==> config.mk <==
export PLATFORM = sky130hd
export DESIGN_NAME = out_drain_ctrl
export DESIGN_NICKNAME = d
export VERILOG_FILES = /design/src/rtl/out_drain_ctrl.sv
export SDC_FILE = /design/constraint.sdc
export NUM_CORES = 2
export LEC_CHECK = 0
export BUFFER_PORTS_ARGS = -buffer_cell sky130_fd_sc_hd__buf_2
export CAP_MARGIN = 20
export CORE_MARGIN = 3
export CORE_UTILIZATION = 59
export DETAILED_ROUTE_END_ITERATION = 6
export PLACE_DENSITY = 0.81
export SYNTH_ARGS = -nofsm -noshare
export SYNTH_HDL_FRONTEND = slang
export SYNTH_SLANG_ARGS = --single-unit
==> constraint.sdc <==
create_clock -name clk -period 7.3 [get_ports clk]
set_input_delay 1.46 -clock clk [delete_from_list [all_inputs] [get_ports clk]]
set_output_delay 1.46 -clock clk [all_outputs]
set_load 0.1 [all_outputs]
==> src/rtl/out_drain_ctrl.sv <==
`default_nettype none
// ============================================================================
// out_drain_ctrl : ping-pong accumulator snapshot and serial drain to dst buffer
// Option OUT_RELU_EN clamps negative drained words to zero.   Rev 1.0
// ============================================================================
module out_drain_ctrl #(
  parameter int F_NUM = 16,
  parameter int DW    = 32,
  parameter int OAW   = 12,
  parameter int PSW   = 10
) (
  input  logic                      clk,
  input  logic                      rst_n,
  input  logic                      run,
  input  logic                      s_init,
  input  logic                      k_fin,
  input  logic [$clog2(F_NUM)-1:0]  od,
  input  logic [PSW-1:0]            os,
  input  logic [F_NUM*DW-1:0]       sum,
  output logic                      out_busy,
  output logic                      outr,
  input  logic                      out_ready,
  output logic [OAW-1:0]            oa,
  output logic [DW-1:0]             x,
  output logic                      sample_done,
  output logic                      err_ovf
);

  localparam int CW  = $clog2(F_NUM);
  localparam int PW  = CW + PSW + 1;
  localparam int AFW = (PW > OAW) ? PW : OAW;

  typedef enum logic [0:0] {
    ST_IDLE  = 1'b0,
    ST_DRAIN = 1'b1
  } state_t;

  state_t              state_q, state_d;
  logic [F_NUM*DW-1:0] bank_q [2];
  logic [F_NUM*DW-1:0] bank_d [2];
  logic [1:0]          full_q, full_d;
  logic                wr_q, wr_d;
  logic                rd_q, rd_d;
  logic [CW-1:0]       ch_q, ch_d;
  logic [CW-1:0]       od_q, od_d;
  logic [PSW-1:0]      pos_q, pos_d;
  logic                err_q, err_d;

  logic                clr;
  logic                accept;
  logic                last_ch;
  logic                last_pos;
  logic                release_bank;
  logic                free_bank;
  logic                capture;
  logic [DW-1:0]       word;
  logic [DW-1:0]       x_word;
  logic [AFW-1:0]      addr_full;

  assign clr          = !run || s_init;
  assign accept       = (state_q == ST_DRAIN) && out_ready;
  assign last_ch      = (ch_q == od_q);
  assign last_pos     = (pos_q == (os - PSW'(1)));
  assign release_bank = accept && last_ch;
  // A bank released this cycle is already free for a coincident capture.
  assign free_bank    = !full_q[wr_q] || (release_bank && (rd_q == wr_q));
  assign capture      = k_fin && !clr && free_bank;

  assign word      = bank_q[rd_q][ch_q*DW +: DW];
  assign addr_full = AFW'(ch_q) * AFW'(os) + AFW'(pos_q);

`ifdef OUT_RELU_EN
  assign x_word = word[DW-1] ? '0 : word;
`else
  assign x_word = word;
`endif

  always_comb begin
    state_d = state_q;
    bank_d  = bank_q;
    full_d  = full_q;
    wr_d    = wr_q;
    rd_d    = rd_q;
    ch_d    = ch_q;
    od_d    = od_q;
    pos_d   = pos_q;
    err_d   = err_q;

    if (clr) begin
      state_d = ST_IDLE;
      full_d  = '0;
      wr_d    = 1'b0;
      rd_d    = 1'b0;
      ch_d    = '0;
      pos_d   = '0;
    end else begin
      if (k_fin && !free_bank) begin
        err_d = 1'b1;
      end

      case (state_q)
        ST_IDLE: begin
          if (full_q[rd_q]) begin
            state_d = ST_DRAIN;
            od_d    = od;
            ch_d    = '0;
          end
        end
        ST_DRAIN: begin
          if (accept) begin
            if (last_ch) begin
              full_d[rd_q] = 1'b0;
              rd_d         = !rd_q;
              ch_d         = '0;
              pos_d        = last_pos ? '0 : pos_q + PSW'(1);
              if (full_q[!rd_q]) begin
                od_d = od;
              end else begin
                state_d = ST_IDLE;
              end
            end else begin
              ch_d = ch_q + 1'b1;
            end
          end
        end
        default: state_d = ST_IDLE;
      endcase

      // Capture after release so a freed bank can be refilled in the same edge.
      if (capture) begin
        bank_d[wr_q] = sum;
        full_d[wr_q] = 1'b1;
        wr_d         = !wr_q;
      end
    end
  end

  always_ff @(posedge clk) begin
    if (!rst_n) begin
      state_q   <= ST_IDLE;
      bank_q[0] <= '0;
      bank_q[1] <= '0;
      full_q    <= '0;
      wr_q      <= 1'b0;
      rd_q      <= 1'b0;
      ch_q      <= '0;
      od_q      <= '0;
      pos_q     <= '0;
      err_q     <= 1'b0;
    end else begin
      state_q   <= state_d;
      bank_q[0] <= bank_d[0];
      bank_q[1] <= bank_d[1];
      full_q    <= full_d;
      wr_q      <= wr_d;
      rd_q      <= rd_d;
      ch_q      <= ch_d;
      od_q      <= od_d;
      pos_q     <= pos_d;
      err_q     <= err_d;
    end
  end

  assign out_busy    = full_q[0] && full_q[1];
  assign outr        = (state_q == ST_DRAIN);
  assign oa          = outr ? addr_full[OAW-1:0] : '0;
  assign x           = outr ? x_word : '0;
  assign sample_done = release_bank && last_pos;
  assign err_ovf     = err_q;

endmodule
`default_nettype wire

==> results.yml <==
run_status:
  outcome: "complete, but fails checks"
  violations: "DRC"
yosys:
  yosysUniqueCellTypes: 54
  ys_ff_latch: 1048
  postSynthCellCount: 5324
  syn_area_per_cell_um2: 9.03
  synth-edff-count: 0
  synth_top_family_by_area: "simple AND/OR/NAND/NOR gates"
  synth_area_um2: 48100
  synthMuxAreaShare: 0.159
  ys_warn_count: 0
  synth_compound_area_frac: 0.140
  synthArstFlopShare: 0
  synth_adder_area_share: 0.0152
  synth_xor_area_frac: 0.00601
  yosysSeqAreaShare: 0.436
  synth_ff_type: "dfxtp_1"
  synth_fp_nets: 5900
  synth-simple-area-share: 0.192
global_route:
  groute.usage.overall: 0.341
  antenna_found_initial: 139
  grt_use_met1: 0.474
  grt_pass1_wl_um: 224000
  grt_pass1_vias: 37600
  busiest_layer: "met2"
  grt_max_degree: 267
  use_met2: 0.487
  grt.met3_usage: 0.0917
  overflow: 0
cts:
  cts_tree: "done"
  cts_sinks: 1048
  htree_levels: 3
  clockBufferDepth: 3
  cts_resized: 0
  root_buffer: "clkbuf_16"
  clkTransAtPathRegs_ps: 60
  numCtsBuffers: 107
  cts_setup_buffers: 0
  hold_buffers: 0
  worst_skew_pair.late_latency_ps: 690
critical_path:
  cp_common_cell: "fa_1"
  cp-start-kind: "primary input"
  slowest_delay_ps: 570
  r2r-start: "ch_q[1]"
  r2r-end: "bank_q[251]"
  crit_start: "os[2]"
  crit_type: "primary input to primary output"
  crit_arrival_ps: 5340
  r2r_setup_slack_ps: 3360
  cp_max_fo: 12
  cp_data_required_time_ps: 5840
  path_cells: "buf_2 > nand2_1 > fa_1 > fa_1 > fa_1 > inv_1 > ha_1 > nor2b_1 > o21a_1 > o21ai_0 > a311oi_1 > a31oi_1 > mux2_2 > buf_2"
  crit_path_end: "oa[11]"
  crit_path_end_kind: "primary output"
  crit_slowest_cell: "fa_1"
  rr_worst_depth: 8
route:
  vias: 40900
  wirelength_um: 150000
  drc_errors: 14
  vias_per_cell: 5.99
  wl_per_cell_um: 22.0
  first_pass_iters: 7
  detail-route-antenna-nets: 0
  drtIter0Drc: 5248
timing:
  max_freq_mhz: 147
  maxSlewViolCount: 0
  clock_skew_ps: 56.7
  grt_setup_unrepaired: "false"
  final.setup.tns_ps: 0
  relSlewSlack: 0.210
  whs_ps: 445
  worst_slew_pin_slew_ps: 1180
  hold_viol_final: 0
  fin_crit_ps: 6800
  setup_viol: 0
  fin_crit_sh: 0.932
floorplan:
  design.core.area_um2: 80700
  ioPinCount: 580
  die_x_um: 291
  die_y_um: 291
  initial_core_util: 0.596
  row_count: 104
  dieArea_um2: 84900
placed_design:
  portBuffers: 579
  placed_area_um2: 50700
  hpwl_um: 102000
  gp_congestion: 0.907
layout:
  fin_nets: 6142
  syn2layout_area_growth_pct: 13.3
  fill_cells: 6412
  utilization: 0.675
  fin_area_um2: 54500
  drive_gt1_frac: 0.200
min_path:
  hold_path.class: "flop to flop"
flow_run:
  cap_violations: 0
pwr:
  powerDensity_nw_per_um2: 221
  finalPower_mw: 12.0
  p_leak_nw: 18.6
  peakVddDrop_mv: 0.191
-- layout make-up --
class / count / area (µm²) / share of cell area
Tap cell: 1060 / 1330 / 0.0243
Inverter: 51 / 191 / 0.00351
Sequential cell: 1048 / 21000 / 0.385
Clock inverter: 29 / 302 / 0.00553
Antenna cell: 118 / 295 / 0.00542
Multi-Input combinational cell: 3733 / 24700 / 0.453
Clock buffer: 170 / 3230 / 0.0592
Timing Repair Buffer: 625 / 3490 / 0.0641
-- registers in the layout (all words and copies together), names as in the netlist --
register	flops
bank_q	1024
rd_q	1
od_q	4
wr_q	1
full_q	2
err_ovf	1
outr	1
pos_q	10
ch_q	4
-- how the worst min path moves through the flow --
stage / startpoint / endpoint / slack [ps] / cells past startpoint
2_1_floorplan: bank_q[1007] / bank_q[1007] / 430 / 2
3_3_place_gp: bank_q[606] / bank_q[606] / 430 / 2
3_5_place_dp: bank_q[564] / bank_q[564] / 440 / 2
4_1_cts: bank_q[826] / bank_q[826] / 450 / 2
5_1_grt: bank_q[696] / bank_q[696] / 460 / 2
6_report: bank_q[735] / bank_q[735] / 450 / 2
-- kinds of logic after synthesis --
group	Yosys count
buf+inv	543
flops	1048
fa+ha+maj	44
mux	363
compound gates	1070
xor+xnor	33
simple gates	2223
-- Yosys cell counts (4+ instances only) --
library cell	n	area (µm²)
buf_4	21	158
buf_6	32	360
nor2b_1	11	68.8
a21boi_0	515	3870
dfxtp_1	1048	21000
clkbuf_1	325	1220
o21ai_1	213	1070
buf_1	33	124
nand3_1	519	2600
nor2_1	59	221
xnor2_1	25	219
nor3_1	11	55.1
a31oi_1	4	25.0
a211oi_1	4	30.0
nand2_1	1559	5850
mux4_2	320	7210
a21oi_1	9	45.0
fa_1	24	480
nand2b_1	8	50.1
buf_2	81	405
xor2_1	8	70.1
and2_1	34	213
ha_1	20	250
mux2i_1	40	400
o21ai_0	306	1530
inv_1	51	191
-- placed cells by master, fill, tap and decap left out, types with 20 or more instances in the layout --
cell type | Yosys | final
mux4_2 | 320 | 320
a21boi_0 | 515 | 515
nand3_1 | 519 | 519
nor2_1 | 59 | 59
xnor2_1 | 25 | 25
dfxtp_1 | 1048 | 1043
clkbuf_1 | 325 | 33
diode_2 | 0 | 118
mux2i_1 | 40 | 40
o21ai_1 | 213 | 213
ha_1 | 20 | 20
buf_2 | 81 | 578
clkbuf_16 | 0 | 108
o21ai_0 | 306 | 306
nand2_1 | 1559 | 1559
buf_4 | 21 | 27
and2_1 | 34 | 34
fa_1 | 24 | 24
clkbuf_8 | 0 | 29
inv_1 | 51 | 50
-- where the power goes --
group          total (mW)  switching, mW  internal [mW]
Clock                5.47           2.34           3.13
Combinational       0.689          0.411          0.278
Sequential           5.87         0.0506           5.82
-- through the flow --
step	cells	worst slack, ps
2_1_floorplan	5324	44.1
3_3_place_gp	6517	567
3_5_place_dp	6517	505
4_1_cts	6716	504
5_1_grt	6790	282
6_report	6834	500
-- critical path: cells and delay by family --
kind | cells | cell delay (ps)
AO/OA/AOI/OAI | 4 | 900
adder cells (fa/ha/maj) | 4 | 1790
buffers and inverters | 3 | 650
multiplexers | 1 | 240
AND/OR/NAND/NOR | 2 | 290
-- metal layers --
layer	up-vias	wire length, µm
met3	378	16300
li1	18900	-
met4	64	8140
met5	-	424
met2	1881	65100
met1	19600	60200
No activity file was read; power rests on OpenSTA's default activity.
